<file path="src/rtl/csr_unit_pkg.sv">
// Shared definitions for the machine-mode CSR unit: CSR addresses, RMW op
// encodings, mstatus/mie/mip bit positions and mcause codes.
// Used by csr_unit and csr_cycle_counter.
package csr_unit_pkg;

  // CSR addresses
  localparam logic [11:0] ADDR_MSTATUS  = 12'h300;
  localparam logic [11:0] ADDR_MIE      = 12'h304;
  localparam logic [11:0] ADDR_MTVEC    = 12'h305;
  localparam logic [11:0] ADDR_MSCRATCH = 12'h340;
  localparam logic [11:0] ADDR_MEPC     = 12'h341;
  localparam logic [11:0] ADDR_MCAUSE   = 12'h342;
  localparam logic [11:0] ADDR_MIP      = 12'h344;
  localparam logic [11:0] ADDR_MCYCLE   = 12'hB00;
  localparam logic [11:0] ADDR_MCYCLEH  = 12'hB80;
  localparam logic [11:0] ADDR_MHARTID  = 12'hF14;

  // Read-modify-write operation carried with a committing CSR instruction
  typedef enum logic [1:0] {
    CSR_OP_RW   = 2'd0,
    CSR_OP_RS   = 2'd1,
    CSR_OP_RC   = 2'd2,
    CSR_OP_NONE = 2'd3
  } csr_op_e;

  // Bit positions
  localparam int MSTATUS_MIE_BIT  = 3;
  localparam int MSTATUS_MPIE_BIT = 7;
  localparam int MSTATUS_MPP_LO   = 11;
  localparam int MSTATUS_MPP_HI   = 12;
  localparam int MIE_MTIE_BIT     = 7;
  localparam int MIP_MTIP_BIT     = 7;

  // mcause exception / interrupt codes
  localparam int MCAUSE_ECALL_M = 11;
  localparam int MCAUSE_MTI     = 7;

endpackage

</file>
<file path="src/rtl/csr_cycle_counter.sv">
// Free-running 64-bit cycle counter; a write replaces the whole value for
// that cycle (the caller merges the untouched half). Only built when
// CSR_CYCLE_COUNTER_EN is defined.
module csr_cycle_counter (
  input  logic        clk_i,
  input  logic        rst,
  input  logic        wr_en,
  input  logic [63:0] wr_val,
  output logic [63:0] count
);

  // Count every cycle; a CSR write overrides the increment
  always_ff @(posedge clk_i or posedge rst) begin
    if (rst) begin
      count <= 64'd0;
    end else if (wr_en) begin
      count <= wr_val;
    end else begin
      count <= count + 64'd1;
    end
  end

endmodule

</file>
<file path="src/rtl/csr_unit.sv">
// Machine-mode CSR file with ecall/mret/timer-interrupt sequencing and
// fetch redirect. Combinational read port (no write bypass), writes land at
// the next edge. Optional mcycle/mcycleh counter under CSR_CYCLE_COUNTER_EN.
module csr_unit
  import csr_unit_pkg::*;
#(
  parameter int              XLEN        = 32,
  parameter logic [XLEN-1:0] MTVEC_RESET = '0,
  parameter logic [XLEN-1:0] HART_ID     = '0
) (
  input  logic            clk_i,
  input  logic            rst,
  input  logic [11:0]     D_csr_read_addr_i,
  output logic [XLEN-1:0] D_csr_data_o,
  output logic            D_csr_illegal_o,
  input  logic            MD_need_CSR_i,
  input  logic [1:0]      MD_csr_op_i,
  input  logic [11:0]     MD_csr_addr_i,
  input  logic [XLEN-1:0] MD_csr_src_i,
  input  logic            MD_ecall_i,
  input  logic            MD_mret_i,
  input  logic            MD_commit_valid_i,
  input  logic [XLEN-1:0] MD_pc_i,
  input  logic            timer_irq_i,
  output logic            trap_redirect_o,
  output logic [XLEN-1:0] trap_target_o
);

  logic            st_mie, st_mpie, mtie;
  logic [XLEN-1:0] mtvec, mscratch, mepc, mcause;
  logic [XLEN-1:0] mstatus_rd, mie_rd, mip_rd;
  logic [XLEN:0]   rd_port, wr_port;
  logic [XLEN-1:0] wr_old, wval;
  logic            writable, irq_take, trap_take, mret_take, wr_en;
  csr_op_e         op;

`ifdef CSR_CYCLE_COUNTER_EN
  logic [63:0] cyc;
  logic        cyc_wr;
  logic [63:0] cyc_wval;
`endif

  assign op = csr_op_e'(MD_csr_op_i);

  // Assemble architectural views of the sparse status registers
  always_comb begin
    mstatus_rd = '0;
    mstatus_rd[MSTATUS_MPP_HI:MSTATUS_MPP_LO] = 2'b11;
    mstatus_rd[MSTATUS_MIE_BIT]  = st_mie;
    mstatus_rd[MSTATUS_MPIE_BIT] = st_mpie;
    mie_rd = '0;
    mie_rd[MIE_MTIE_BIT] = mtie;
    mip_rd = '0;
    mip_rd[MIP_MTIP_BIT] = timer_irq_i;
  end

  // Returns {illegal, value} for an address; shared by read and RMW paths
  function automatic logic [XLEN:0] csr_read(input logic [11:0] addr);
    logic [XLEN:0] r;
    r = '0;
    case (addr)
      ADDR_MSTATUS:  r[XLEN-1:0] = mstatus_rd;
      ADDR_MIE:      r[XLEN-1:0] = mie_rd;
      ADDR_MTVEC:    r[XLEN-1:0] = mtvec;
      ADDR_MSCRATCH: r[XLEN-1:0] = mscratch;
      ADDR_MEPC:     r[XLEN-1:0] = mepc;
      ADDR_MCAUSE:   r[XLEN-1:0] = mcause;
      ADDR_MIP:      r[XLEN-1:0] = mip_rd;
      ADDR_MHARTID:  r[XLEN-1:0] = HART_ID;
`ifdef CSR_CYCLE_COUNTER_EN
      ADDR_MCYCLE:   r[XLEN-1:0] = cyc[XLEN-1:0];
      ADDR_MCYCLEH: begin
        if (XLEN == 32) r[XLEN-1:0] = XLEN'(cyc[63:32]);
        else            r[XLEN] = 1'b1;
      end
`else
      ADDR_MCYCLE, ADDR_MCYCLEH: r = '0;
`endif
      default:       r[XLEN] = 1'b1;
    endcase
    return r;
  endfunction

  assign rd_port         = csr_read(D_csr_read_addr_i);
  assign D_csr_data_o    = rd_port[XLEN-1:0];
  assign D_csr_illegal_o = rd_port[XLEN];
  assign wr_port         = csr_read(MD_csr_addr_i);
  assign wr_old          = wr_port[XLEN-1:0];

  // Decide which single event acts this cycle and the RMW write value
  always_comb begin
    writable = ~wr_port[XLEN] & (MD_csr_addr_i != ADDR_MIP) & (MD_csr_addr_i != ADDR_MHARTID);
`ifndef CSR_CYCLE_COUNTER_EN
    if (MD_csr_addr_i == ADDR_MCYCLE || MD_csr_addr_i == ADDR_MCYCLEH) writable = 1'b0;
`endif
    irq_take  = ~rst & MD_commit_valid_i & st_mie & mtie & timer_irq_i;
    trap_take = irq_take | (~rst & MD_ecall_i);
    mret_take = ~rst & MD_mret_i & ~MD_ecall_i & ~irq_take;
    wr_en     = ~rst & MD_need_CSR_i & (op != CSR_OP_NONE) & writable & ~trap_take & ~mret_take;
    case (op)
      CSR_OP_RW: wval = MD_csr_src_i;
      CSR_OP_RS: wval = wr_old | MD_csr_src_i;
      CSR_OP_RC: wval = wr_old & ~MD_csr_src_i;
      default:   wval = wr_old;
    endcase
  end

  assign trap_redirect_o = trap_take | mret_take;
  assign trap_target_o   = trap_take ? mtvec : (mret_take ? mepc : '0);

  // Trap entry/return sequencing and CSR writes, highest priority first
  always_ff @(posedge clk_i or posedge rst) begin
    if (rst) begin
      st_mie   <= 1'b0;
      st_mpie  <= 1'b0;
      mtie     <= 1'b0;
      mtvec    <= MTVEC_RESET;
      mscratch <= '0;
      mepc     <= '0;
      mcause   <= XLEN'(MCAUSE_ECALL_M);
    end else if (trap_take) begin
      mepc    <= MD_pc_i & ~XLEN'(3);
      mcause  <= irq_take ? {1'b1, (XLEN-1)'(MCAUSE_MTI)} : XLEN'(MCAUSE_ECALL_M);
      st_mpie <= st_mie;
      st_mie  <= 1'b0;
    end else if (mret_take) begin
      st_mie  <= st_mpie;
      st_mpie <= 1'b1;
    end else if (wr_en) begin
      case (MD_csr_addr_i)
        ADDR_MSTATUS: begin
          st_mie  <= wval[MSTATUS_MIE_BIT];
          st_mpie <= wval[MSTATUS_MPIE_BIT];
        end
        ADDR_MIE:      mtie     <= wval[MIE_MTIE_BIT];
        ADDR_MTVEC:    mtvec    <= wval & ~XLEN'(3);
        ADDR_MSCRATCH: mscratch <= wval;
        ADDR_MEPC:     mepc     <= wval & ~XLEN'(3);
        ADDR_MCAUSE:   mcause   <= wval;
        default: ;
      endcase
    end
  end

`ifdef CSR_CYCLE_COUNTER_EN
  // Merge a half-word write into the full counter value
  always_comb begin
    cyc_wr   = wr_en & ((MD_csr_addr_i == ADDR_MCYCLE) | (MD_csr_addr_i == ADDR_MCYCLEH));
    cyc_wval = cyc;
    if (XLEN == 64)                           cyc_wval        = 64'(wval);
    else if (MD_csr_addr_i == ADDR_MCYCLEH)   cyc_wval[63:32] = wval[31:0];
    else                                      cyc_wval[31:0]  = wval[31:0];
  end

  csr_cycle_counter u_cycle (
    .clk_i  (clk_i),
    .rst    (rst),
    .wr_en  (cyc_wr),
    .wr_val (cyc_wval),
    .count  (cyc)
  );
`endif

endmodule

</file>
<file path="config.mk">
export PLATFORM = sky130hd
export DESIGN_NAME = csr_unit
export DESIGN_NICKNAME = d
export VERILOG_FILES = /design/src/rtl/csr_unit_pkg.sv /design/src/rtl/csr_cycle_counter.sv /design/src/rtl/csr_unit.sv
export SDC_FILE = /design/constraint.sdc
export NUM_CORES = 1
export LEC_CHECK = 0
export CAP_MARGIN = 20
export CORE_AREA = 10 10 111 187
export CTS_CLUSTER_DIAMETER = 100
export CTS_CLUSTER_SIZE = 20
export DETAILED_ROUTE_END_ITERATION = 16
export DIE_AREA = 0 0 121 197
export PLACE_DENSITY = 0.75
export SYNTH_ARGS = -nofsm -noshare
export SYNTH_HDL_FRONTEND = slang
export SYNTH_SLANG_ARGS = --single-unit
</file>
<file path="constraint.sdc">
create_clock -name clk_i -period 4.6 [get_ports clk_i]
set_clock_uncertainty 0.2 [all_clocks]
set_input_delay 0.69 -clock clk_i [delete_from_list [all_inputs] [get_ports clk_i]]
set_output_delay 0.69 -clock clk_i [all_outputs]
set_load 0.01 [all_outputs]
</file>
# After elaboration in Yosys (flattened, before gate mapping)
# Cells that the tools add are included.
# word_totals
reg_bits	129
inputBits	97
# op_classes
eq_ne	26
mux	24
bitwise_logic	25
n_reduce_logical	15
# ops
op	count
32-bit one-hot mux with 7 select lines	2
32-bit 2-to-1 mux	11
12-bit by 10-bit equality test with 1-bit output (second input constant)	14
32-bit one-hot mux with 3 select lines	1
12-bit equality test (second input constant)	6
32-bit AND	1
32-bit inverter	1
32-bit bitwise OR	1
10-bit OR reduction	2
1-bit AND	15
12-bit by 10-bit inequality test with 1-bit output (second input constant)	1
12-bit inequality test (second input constant)	1
4-bit AND reduction	3
1-bit 2-to-1 mux	10
3-bit AND reduction	2
2-bit nonzero test	3
3-bit nonzero test	2
1-bit inverter	5
2-bit inequality test (second input constant)	2
2-bit by 1-bit equality test with 1-bit output (second input constant)	1
2-bit equality test (second input constant)	1
2-bit logical NOT	1
1-bit bitwise OR	2
2-bit AND reduction	1
1-bit logical OR	1

# Longest topological paths before layout
# depth
word_depth	12
ltp_mapped	9
ltp_nobuf	6

# Least setup slack after synthesis
# Ideal clock, no wire load.
# synth_timing
kind	input -> register
start	in rst
end	reg mepc[2]
setup_time_ps	130
arrival_time_ps	4990
required_ps	4270
path_slack_ps	-720
path_stages	8
path_buffers	2
path_cell_list	inv_1 and3_1 nand3_1 or4_4 buf_6 buf_6 a31oi_1 o21ai_1
# synth_between
elab_chain_cells	11
elab_cells_between_ends	23
cone_classes	eq/ne (1); mux (1); bitwise (18); reduce/logical (3)
# synth_lines
element	line_no	text
start, declared	csr_unit.sv:12	input logic rst,
1-bit inverter *	--	
1-bit AND (4 in a row)	csr_unit.sv:96	irq_take = ~rst & MD_commit_valid_i & st_mie & mtie & timer_irq_i;
1-bit bitwise OR / 1-bit inverter (equally long branches)	csr_unit.sv:97, csr_unit.sv:98	
1-bit inverter (no source line) / 1-bit AND (equally long branches)	--	
1-bit AND / 1-bit inverter (equally long branches)	--	
1-bit AND	csr_unit.sv:99	wr_en = ~rst & MD_need_CSR_i & (op != CSR_OP_NONE) & writable & ~trap_take & ~mret_take;
2-bit nonzero test (no source line)	--	
3-bit AND reduction (no source line)	--	
end signal, assigned	csr_unit.sv:122	mepc <= MD_pc_i & ~XLEN'(3);
end signal, assigned	csr_unit.sv:138	ADDR_MEPC: mepc <= wval & ~XLEN'(3);
end, declared	csr_unit.sv:30	logic [XLEN-1:0] mtvec, mscratch, mepc, mcause;
# Every way passes the cells marked *; elsewhere a longest branch is shown, timed or not.
# A chain may end at the register's enable or synchronous reset.

# Final worst setup path
# layout_timing
start	in D_csr_read_addr_i[4]
end	out D_csr_data_o[31]
# layout_between
elab_chain_cells	2
elab_cells_between_ends	8
cone_classes	eq/ne (7); mux (1)
# layout_lines
element	line_no	text
start, declared	csr_unit.sv:13	input logic [11:0] D_csr_read_addr_i,
12-bit by 10-bit equality test with 1-bit output	csr_unit.sv:61	case (addr)
32-bit one-hot mux with 7 select lines *	csr_unit.sv:61	
end, declared	csr_unit.sv:14	output logic [XLEN-1:0] D_csr_data_o,
# Marked as above.

==> impl_metrics.env <==
export IMPL_status="completed"
export IMPL_dp_cells=1263
export IMPL_finalWirelength_mm=28.4
export IMPL_avgSynthCellArea_um2=8.30
export IMPL_fp_dieH_um=197
export IMPL_min_path_cells=2
export IMPL_peakVddDrop_v=0.000230
export IMPL_pin_count=163
export IMPL_start_kind="input pin"
export IMPL_ys_warn_count=0
export IMPL_place_gp_congestion=0.958
export IMPL_layout_common_cells="clkdlybuf4s50_1, nand2_1, dfrtp_1"
export IMPL_grt_usage=0.235
export IMPL_avgRoutedWirePerCell_um=21.9
export IMPL_clock_latency_ps=420
export IMPL_grt_pass1_wl_mm=44.4
export IMPL_hold_start="mscratch[21]"
export IMPL_period_share=0.890
export IMPL_h_tree_depth=4
export IMPL_core_um2=17500
export IMPL_cts_resized=0
export IMPL_maxCapViolCount=0
export IMPL_first_pass_iters=7
export IMPL_timing_rr_start="st_mie"
export IMPL_fin_crit_ps=4090
export IMPL_fillCellCount=1556
export IMPL_cellLeakagePower_nw=4.25
export IMPL_dieArea_um2=23800
export IMPL_remaining_drc_errors=0
export IMPL_pre_cts_ws_ps=541
export IMPL_cts_hold_buf=0
export IMPL_rrSetupSlack_ps=1590
export IMPL_worst_pin_slew_ps=980
export IMPL_cp_required_ps=3710
export IMPL_cts_sinks=127
export IMPL_multi_input_area_um2=4160
export IMPL_cp_end_kind="output port"
export IMPL_slew_viol_final=0
export IMPL_fin_total_pwr_mw=2.98
export IMPL_final_nets=1149
export IMPL_netlist_area_um2=7760
export IMPL_rsz0062_at_grt="no"
export IMPL_fin_cells=1295
export IMPL_rr_endpoint="mepc[4]"
export IMPL_max_slew_margin=0.344
export IMPL_setup_ws_ps=506
export IMPL_std_cell_rows=64
export IMPL_power_density_nw_per_um2=292
export IMPL_grt_pass1_vias=8183
export IMPL_cts_reportedPaths_clkPinSlew_ps=60
export IMPL_fmax_mhz=244
export IMPL_cts_tree="done"
export IMPL_syn_inst=935
export IMPL_io_buffers=158
export IMPL_ys_flop_type="dfrtp_1"
export IMPL_start_util=0.443
export IMPL_finalSetupTns_ps=0
export IMPL_drtIter0Drc=888
export IMPL_layout_commonest_cell="clkdlybuf4s50_1"
export IMPL_hp_class="reg2reg"
export IMPL_hold_path_endpoint="mscratch[21]"
export IMPL_synthToLayoutAreaGrowth_pct=31.5
export IMPL_post_cts_buffers=0
export IMPL_grt_start_max_net_pins=87
export IMPL_cts_made_buffers=17
export IMPL_dp_hpwl_mm=18.0
export IMPL_ant_nets=0
export IMPL_rr_worst_depth=6
export IMPL_crit_arrival_ps=3200
export IMPL_seqCellArea_um2=3180
export IMPL_path_max_fanout=30
export IMPL_antenna_cells=0
export IMPL_synthArstFlopShare=1.00
export IMPL_ys_seq_elements=127
export IMPL_ys_types=55
export IMPL_routed_via_density=6.28
export IMPL_synth_seq_area_share=0.410
export IMPL_dr_total_vias=8130
export IMPL_setup_violations=0
export IMPL_antenna_found_initial=0
export IMPL_drive_gt1_frac=0.0742
export IMPL_postLayoutCoreUtil=0.582
export IMPL_grt_overflow_total=0
export IMPL_cts_buffer_depth=2
export IMPL_die_w_um=121
export IMPL_synth_edf_count=0
export IMPL_worst_setup_path_type="in2out"
export IMPL_hold_viol_final=0
export IMPL_clock_root_buffer="clkbuf_16"
[synthesized netlist by cell type, drive strengths merged (5+ instances only)]
cell | n | area [µm²]
nand2 | 129 | 484
nand3 | 34 | 175
buf | 23 | 138
clkbuf | 62 | 234
nor4 | 7 | 43.8
nor2 | 98 | 384
a222oi | 29 | 290
dfrtp | 124 | 3100
o21ai | 47 | 235
nor3 | 15 | 85.1
a21oi | 97 | 485
a31oi | 5 | 31.3
a211oi | 29 | 218
and3 | 6 | 37.5
a22o | 34 | 298
o2bb2ai | 22 | 193
nand2b | 5 | 31.3
mux2i | 27 | 270
a22oi | 31 | 233
inv | 32 | 120
o211ai | 31 | 233
[metal layers]
layer | part of all wire | vias to the layer above | track usage
li1 | - | 3711 | -
met1 | 0.37 | 3827 | 0.277
met2 | 0.49 | 490 | 0.383
met3 | 0.087 | 102 | 0.0415
met4 | 0.054 | 0 | 0.149
met5 | 0 | - | 0
[worst max path at each step]
stage,start,to,slack [ps],cells past startpoint
6_report,D_csr_read_addr_i[4],D_csr_data_o[31],510,8
5_1_grt,D_csr_read_addr_i[4],D_csr_data_o[27],410,8
4_1_cts,D_csr_read_addr_i[4],D_csr_data_o[3],520,8
3_5_place_dp,D_csr_read_addr_i[4],D_csr_data_o[8],540,8
3_3_place_gp,D_csr_read_addr_i[4],D_csr_data_o[3],580,8
2_1_floorplan,rst,mtvec[31],520,8
[cell type report]
type | instances | area share
timing repair buffer | 182 | 0.180
multi-input combinational | 691 | 0.407
clock buffer | 18 | 0.0420
inverter | 33 | 0.0125
tap | 231 | 0.0283
sequential | 127 | 0.312
clock inverter | 13 | 0.0186
[power breakdown]
group | internal (mW) | switching [mW]
Combinational | 0.168 | 0.202
Clock | 0.906 | 0.512
Sequential | 1.15 | 0.0403
[worst max-delay path: stages]
cell             delay (ps)
clkdlybuf4s50_1         440
nor4_1                  290
nand2_1                 250
nor3_2                  210
buf_4                   430
a222oi_1                190
nand2_1                 140
clkdlybuf4s50_1         550
[state kept, by name, summed over array words and instances (netlist names)]
register / flops
st_mie: 1
mscratch: 32
mtie: 1
mepc: 30
mtvec: 30
st_mpie: 1
mcause: 32
[per-stage QoR]
stage	hold WS (ps)	instance area, µm²
floorplan	267	7770
global placement	284	9540
global route	323	10200
finish	306	10200
CTS	305	10200
detailed placement	293	9560
[kinds of logic after synthesis]
group | Yosys count | synth area share
buffers and inverters | 118 | 0.0638
DFF | 127 | 0.410
and+or+nand+nor | 319 | 0.185
other | 1 | 0.000483
muxes | 28 | 0.0363
AOI/OAI and AO/OA | 342 | 0.305
Note: power is estimated with default switching activity, not from simulation.
